$ cat src/rtl/softmax_pkg.sv
// Shared constants, FSM state encoding and lane array types for the softmax
// sequencer and its output serializer.
package softmax_pkg;

  localparam int N_LANES = 5;
  localparam int DW_IN   = 16;
  localparam int DW_OUT  = 17;

  // Element / lane counters must be able to hold the value N_LANES itself.
  localparam int CW = $clog2(N_LANES + 1);

  typedef logic [CW-1:0] cnt_t;

  localparam cnt_t CNT_ONE  = cnt_t'(1);
  localparam cnt_t CNT_LAST = cnt_t'(N_LANES - 1);

  typedef enum logic [1:0] {
    LOAD,
    DISCARD,
    RUN,
    DRAIN
  } state_t;

  // Index 0 of each array is lane 1 (the first element of the vector).
  typedef logic [N_LANES-1:0][DW_IN-1:0]  lane_in_t;
  typedef logic [N_LANES-1:0][DW_OUT-1:0] lane_out_t;

endpackage

$ cat src/rtl/softmax_seq_ctrl_if.sv
// Input and output valid/ready streams of the softmax sequencer.
// master = stream source/sink side, slave = sequencer side.
interface softmax_seq_ctrl_if;
  import softmax_pkg::*;

  logic              in_valid;
  logic              in_ready;
  logic [DW_IN-1:0]  in_data;
  logic              in_last;

  logic              out_valid;
  logic              out_ready;
  logic [DW_OUT-1:0] out_data;
  logic              out_last;

  modport master (
    output in_valid, in_data, in_last, out_ready,
    input  in_ready, out_valid, out_data, out_last
  );

  modport slave (
    input  in_valid, in_data, in_last, out_ready,
    output in_ready, out_valid, out_data, out_last
  );

endinterface

$ cat src/rtl/softmax_out_ser.sv
// Output serializer: captures the core results once per vector and streams
// lanes 1..nvec out on a valid/ready port, holding data under backpressure.
module softmax_out_ser
  import softmax_pkg::*;
(
  input  logic              clk,
  input  logic              rst,
  input  logic              capture,
  input  lane_out_t         core_y,
  input  cnt_t              nvec,
  input  logic              out_ready,
  output logic              out_valid,
  output logic [DW_OUT-1:0] out_data,
  output logic              out_last
);

  lane_out_t obuf;
  cnt_t      idx;

  // Result buffer: written once per vector when the core window closes.
  // NOTE: obuf carries no reset; out_valid is the only qualifier, so clearing the data buffer buys nothing.
  always_ff @(posedge clk) begin
    if (capture) obuf <= core_y;
  end

  // Beat sequencing: lane 1 is presented straight from core_y at capture,
  // later lanes come from obuf; nothing moves while the sink stalls.
  // NOTE: all state here uses <= so every register sees pre-edge values of its peers.
  always_ff @(posedge clk) begin
    if (rst) begin
      out_valid <= 1'b0;
      out_data  <= '0;
      out_last  <= 1'b0;
      idx       <= '0;
    end else if (capture) begin
      out_valid <= 1'b1;
      out_data  <= core_y[0];
      out_last  <= (nvec == CNT_ONE);
      idx       <= CNT_ONE;
    end else if (out_valid && out_ready) begin
      if (out_last) begin
        out_valid <= 1'b0;
        out_data  <= '0;
        out_last  <= 1'b0;
        idx       <= '0;
      end else begin
        // idx is the 1-based lane just sent, so obuf[idx] is the next lane.
        out_data  <= obuf[idx];
        out_last  <= ((idx + CNT_ONE) == nvec);
        idx       <= idx + CNT_ONE;
      end
    end
  end

endmodule

$ cat src/rtl/softmax_seq_ctrl.sv
// Sequencer for the combinational 5-lane softmax core: gathers one vector
// from the input stream, pads unused lanes, holds core_x for CORE_LAT cycles,
// captures core_y and streams the results back out.
module softmax_seq_ctrl
  import softmax_pkg::*;
#(
  parameter int               CORE_LAT = 4,        // 1..15
  parameter logic [DW_IN-1:0] PAD_VAL  = 16'h8000
) (
  input  logic                     clk,
  input  logic                     rst,
  softmax_seq_ctrl_if.slave        bus,
  output lane_in_t                 core_x,
  input  lane_out_t                core_y,
  output logic                     busy,
  output logic                     err_len,
  output logic [15:0]              vec_count
);

  localparam logic [3:0] LAT_INIT = 4'(CORE_LAT - 1);

  state_t     state;
  cnt_t       cnt;
  cnt_t       nvec;
  logic [3:0] lat_cnt;
  logic       in_fire;
  logic       out_done;
  logic       capture;

  // The reset term keeps in_ready low during the cycle reset is applied.
  assign bus.in_ready = ((state == LOAD) || (state == DISCARD)) && !rst;
  assign busy         = (state != LOAD);
  assign in_fire      = bus.in_valid && bus.in_ready;
  assign out_done     = bus.out_valid && bus.out_ready && bus.out_last;
  assign capture      = (state == RUN) && (lat_cnt == 4'd0);

  // Control FSM: collect, optionally discard overflow, wait out the core, drain.
  always_ff @(posedge clk) begin
    if (rst) begin
      state     <= LOAD;
      cnt       <= '0;
      nvec      <= '0;
      lat_cnt   <= '0;
      err_len   <= 1'b0;
      vec_count <= '0;
      core_x    <= {N_LANES{PAD_VAL}};
    end else begin
      case (state)
        LOAD: begin
          if (in_fire) begin
            core_x[cnt] <= bus.in_data;
            cnt         <= cnt + CNT_ONE;
            if (bus.in_last || (cnt == CNT_LAST)) begin
              // Lanes above the one just written belong to no element.
              for (int i = 0; i < N_LANES; i++) begin
                if (i > int'(cnt)) core_x[i] <= PAD_VAL;
              end
              nvec    <= cnt + CNT_ONE;
              lat_cnt <= LAT_INIT;
              if (bus.in_last) begin
                state <= RUN;
              end else begin
                state   <= DISCARD;
                err_len <= 1'b1;
              end
            end
          end
        end
        DISCARD: begin
          if (in_fire && bus.in_last) begin
            lat_cnt <= LAT_INIT;
            state   <= RUN;
          end
        end
        RUN: begin
          if (lat_cnt == 4'd0) state <= DRAIN;
          else                 lat_cnt <= lat_cnt - 4'd1;
        end
        DRAIN: begin
          if (out_done) begin
            vec_count <= vec_count + 16'd1;
            cnt       <= '0;
            state     <= LOAD;
          end
        end
        default: state <= LOAD;
      endcase
    end
  end

  softmax_out_ser u_out_ser (
    .clk       (clk),
    .rst       (rst),
    .capture   (capture),
    .core_y    (core_y),
    .nvec      (nvec),
    .out_ready (bus.out_ready),
    .out_valid (bus.out_valid),
    .out_data  (bus.out_data),
    .out_last  (bus.out_last)
  );

endmodule

$ cat src/flat_wrapper.sv
// flat-port wrapper written by rule: the top's interface ports become plain ports
module softmax_seq_ctrl_flat import softmax_pkg::*;
#(
  parameter int               CORE_LAT = 4,                
  parameter logic [DW_IN-1:0] PAD_VAL  = 16'h8000
)
  (clk, rst, core_x, core_y, busy, err_len, vec_count, bus_in_valid, bus_in_data, bus_in_last, bus_out_ready, bus_in_ready, bus_out_valid, bus_out_data, bus_out_last);
  softmax_seq_ctrl_if bus_i ();
  input  logic clk;
  input  logic rst;
  output lane_in_t core_x;
  input  lane_out_t core_y;
  output logic busy;
  output logic err_len;
  output logic [15:0] vec_count;
  input wire logic [$bits(bus_i.in_valid)-1:0] bus_in_valid;
  input wire logic [$bits(bus_i.in_data)-1:0] bus_in_data;
  input wire logic [$bits(bus_i.in_last)-1:0] bus_in_last;
  input wire logic [$bits(bus_i.out_ready)-1:0] bus_out_ready;
  output wire logic [$bits(bus_i.in_ready)-1:0] bus_in_ready;
  output wire logic [$bits(bus_i.out_valid)-1:0] bus_out_valid;
  output wire logic [$bits(bus_i.out_data)-1:0] bus_out_data;
  output wire logic [$bits(bus_i.out_last)-1:0] bus_out_last;
  assign bus_i.in_valid = bus_in_valid;
  assign bus_i.in_data = bus_in_data;
  assign bus_i.in_last = bus_in_last;
  assign bus_i.out_ready = bus_out_ready;
  assign bus_in_ready = bus_i.in_ready;
  assign bus_out_valid = bus_i.out_valid;
  assign bus_out_data = bus_i.out_data;
  assign bus_out_last = bus_i.out_last;
  softmax_seq_ctrl #(.CORE_LAT(CORE_LAT), .PAD_VAL(PAD_VAL)) u_core (.clk(clk), .rst(rst), .bus(bus_i), .core_x(core_x), .core_y(core_y), .busy(busy), .err_len(err_len), .vec_count(vec_count));
endmodule
$ cat config.mk
export PLATFORM = sky130hd
export DESIGN_NAME = softmax_seq_ctrl_flat
export DESIGN_NICKNAME = d
export VERILOG_FILES = /design/src/rtl/softmax_pkg.sv /design/src/rtl/softmax_seq_ctrl_if.sv /design/src/rtl/softmax_out_ser.sv /design/src/rtl/softmax_seq_ctrl.sv /design/src/flat_wrapper.sv
export SDC_FILE = /design/constraint.sdc
export NUM_CORES = 1
export LEC_CHECK = 0
export ABC_AREA = 1
export CORE_ASPECT_RATIO = 1.2
export CORE_MARGIN = 3
export CORE_UTILIZATION = 48
export DETAILED_ROUTE_END_ITERATION = 10
export PLACE_DENSITY = 0.75
export REMOVE_ABC_BUFFERS = 1
export SLEW_MARGIN = 10
export SYNTH_ARGS = -nofsm -noshare
export SYNTH_HDL_FRONTEND = slang
export SYNTH_SLANG_ARGS = --single-unit
$ cat constraint.sdc
create_clock -name clk -period 3.1 [get_ports clk]
set_clock_uncertainty 0.05 [all_clocks]
set_input_delay 0.62 -clock clk [delete_from_list [all_inputs] [get_ports clk]]
set_output_delay 0.62 -clock clk [all_outputs]
set_load 0.02 [all_outputs]
==> impl_metrics.csv <==
group,metric,value,unit
setup_path,required,2430,ps
sta,hold_viol_final,0,
finish,area_growth,34.5,%
finish,utilization,66.1,%
detailed_routing,vias_per_cell,5.20,
sta,maxSlewViolCount,0,
placed_design,gp_congestion,0.816,
sta,setup_violations,0,
setup_path,path_max_fanout,4,
clock_network,cts_tree,"done",
synthesis,ys_types,33,
placed_design,placed_cell_area,11400,um^2
clock_network,cts_root_buf,"clkbuf_16",
setup_path,arrival,2020,ps
min_path,whs_path_depth,2,
synthesis,ys.flop_type,"dfxtp_1",
placed_design,dp.final_hpwl,16.8,mm
global_routing,antenna_found_initial,1,
floorplanning,die_h,156,um
finish,fin_area,12100,um^2
synthesis,synth_top_area_share,29.2,%
detailed_routing,drt_first_pass_iters,5,
placed_design,placed_cells,1455,
synthesis,synth.area.top_cells,"dfxtp_1 29%, edfxtp_1 28%, nor2_1 9.8%, o21ai_0 6.8%, nand2_1 5.7%",
finish,num_antenna_cells,0,
sta,fmax,372,MHz
synthesis,synth_commonest_cells,"234 x nor2_1, 137 x nand2_1, 131 x dfxtp_1, 122 x o21ai_0, 85 x edfxtp_1",
min_path,hold_class,"reg -> reg",
detailed_routing,drc,0,
synthesis,seq_area_frac_synth,57.5,%
detailed_routing,post_drt_wl_per_cell,16.5,um
setup_path,cp-start-kind,"flip-flop",
floorplanning,core-area,18300,um^2
global_routing,grt_usage,23.4,%
synthesis,synth_most_common_cell,"nor2_1",
setup_path,crit_path_end_kind,"output pin",
clock_network,h-tree-depth,1,
min_path,min_to,"u_core.core_x[63]$_SDFFE_PP1P_",
clock_network,ctsLongestPathBuffers,3,
synthesis,synth_seq_cells,216,
detailed_routing,wl,24.7,mm
finish,layout-drive-gt1-share,7.57,%
synthesis,yosys.area.top_type,"dfxtp_1",
setup_path,crit_chain,"inv_1 > ha_1 > inv_2 > a21oi_1 > clkdlybuf4s50_1",
floorplanning,die_area,20400,um^2
sta,setup_tns,0,ps
detailed_routing,dr_total_vias,7770,
status,status,"complete, no violations",
setup_path,critPathTopFamily,"buffers and inverters",
sta,rsz0062_at_grt,"no",
min_path,worstHoldStart,"u_core.core_x[63]$_SDFFE_PP1P_",
setup_path,slowest_stage,"clkdlybuf4s50_1",
floorplanning,boundaryPins,224,
finish,instances_no_fill,1494,
global_routing,grt_overflow,0,
synthesis,postSynthCellCount,1018,
pwr,vdd_drop_max,0.000473,V
finish,finalNetCount,1344,
global_routing,grt_pass1_vias,7522,
sta,max_slew_margin,51.8,%
sta,post-route-period-util,86.8,%
setup_path,rr_startpoint,"u_core.state[0]$_SDFFE_PP0P_",
detailed_routing,first_iter_violations,483,
floorplanning,die_x,131,um
synthesis,avgSynthCellArea,8.83,um^2
sta,fin_crit,2690,ps
synthesis,synthArstFlopShare,0,%
synthesis,synth_area,8990,um^2
synthesis,synth_edf_count,85,
detailed_routing,antenna_left,0,
global_routing,grt_pass1_wl,38.4,mm
setup_path,path_buf_inv,3,
global_routing,grt_max_degree,45,
setup_path,max_stage_delay,620,ps
setup_path,rrSetupSlack,650,ps
synthesis,yosysWarnings,0,
finish,fillers,1506,
setup_path,r2r-end,"u_core.u_out_ser.out_data[5]$_SDFFE_PP0P_",
run,drv_cap,0,
pwr,p_leak,4.56,nW
pwr,powerDensity,697,nW/um^2
sta,worst_slew_pin_slew,721,ps
clock_network,cts_buffers,23,
clock_network,cts_resized,0,
floorplanning,core.rowCount,54,
pwr,totalPowerFinal,8.44,mW
floorplanning,start_util,49.1,%
setup_path,worstRegToRegCells,9,
clock_network,cts_setup_buffers,0,
clock_network,ctsHoldBuffers,0,
clock_network,cts.sinks,216,
clock_network,clk_latency,500,ps
clock_network,cts.reportedPaths.clkPinSlew,60,ps
setup_path,critPathKind,"reg -> out",
placed_design,io_buffer_count,223,
-- per-layer routing --
layer	vias up	GRT usage [%]	part of all wire (%)
met5	-	0	0.041
met4	2	6.57	2.5
met3	46	9.35	11
met2	274	38.8	47
met1	3651	28.1	39
li1	3797	-	-
-- power breakdown --
group / internal (mW) / leakage (nW) / total (mW) / switching, mW
clock network: 1.53 / 0.357 / 2.61 / 1.08
registers: 3.37 / 1.83 / 3.55 / 0.184
logic: 0.849 / 2.37 / 2.28 / 1.43
total: 5.75 / 4.56 / 8.44 / 2.69
-- per-stage QoR --
stage | setup WS, ps | hold slack (ps)
2_1_floorplan | -252 | 414
3_3_place_gp | 586 | 387
3_5_place_dp | 520 | 397
4_1_cts | 369 | 407
5_1_grt | 287 | 435
6_report | 409 | 405
-- tightest hold or removal path, stage by stage, from the launching register on --
cell and delay [ps]:
dfxtp_1 310, nand2_1 60, nand2_1 40
-- cell usage in the layout (no fill, tap or decap), types with 2 or more instances in the layout --
cell type,n
nor2_8,2
edfxtp_1,85
buf_4,6
nand3_1,33
clkbuf_16,23
o21a_1,3
a21oi_1,60
o21ai_1,7
clkinv_2,6
nand3_4,2
o21ai_0,122
a211oi_1,3
nand2_2,4
buf_12,2
xor2_1,2
o21ai_4,2
nand4_1,6
clkdlybuf4s50_1,222
ha_1,10
nor2_1,234
clkbuf_4,2
nor3_2,27
nand2_1,137
inv_2,8
clkbuf_1,4
nand2_4,2
clkbuf_8,3
dfxtp_1,131
nor3_1,28
inv_1,57
-- area by class of cell --
| type | count | area, um^2 | share of cell area [%] |
|---|---|---|---|
| flip-flops and latches | 216 | 5170 | 42.8 |
| multi-input cells | 688 | 3330 | 27.5 |
| repair buffers | 231 | 2310 | 19.1 |
| clock buffers | 32 | 647 | 5.35 |
| well taps | 252 | 315 | 2.61 |
| inverters | 68 | 262 | 2.16 |
| clock inverters | 7 | 61.3 | 0.507 |
-- state kept, by name, summed over array words and instances (netlist names) --
register / cells
u_core.state: 2
u_core.u_out_ser.out_data: 17
u_core.err_len: 1
u_core.cnt: 3
u_core.core_x: 80
u_core.u_out_ser.idx: 3
u_core.vec_count: 16
u_core.u_out_ser.out_last: 1
u_core.u_out_ser.obuf: 85
u_core.lat_cnt: 4
u_core.nvec: 3
u_core.u_out_ser.out_valid: 1
-- worst max path at each step --
stage / start / endpoint / slack [ps] / cells past startpoint
floorplan: u_core.state[0]$_SDFFE_PP0P_ / u_core.u_out_ser.out_data[0]$_SDFFE_PP0P_ / -250 / 8
finish: u_core.state[0]$_SDFFE_PP0P_ / bus_in_ready / 410 / 5
global route: u_core.state[0]$_SDFFE_PP0P_ / bus_in_ready / 290 / 5
global placement: bus_out_ready / u_core.u_out_ser.out_data[5]$_SDFFE_PP0P_ / 590 / 7
CTS: u_core.state[0]$_SDFFE_PP0P_ / bus_in_ready / 370 / 5
detailed placement: bus_out_ready / u_core.u_out_ser.out_data[9]$_SDFFE_PP0P_ / 520 / 7
-- cells by family after synthesis --
family / count (synthesis) / share of synthesized area, %
AND/OR/NAND/NOR: 476 / 23.8
buffers and inverters: 114 / 5.45
adder cells (fa/ha/maj): 10 / 1.39
XOR/XNOR: 3 / 0.292
AO/OA/AOI/OAI: 199 / 11.6
flip-flops: 216 / 57.5
(Power assumes the default switching activity.)
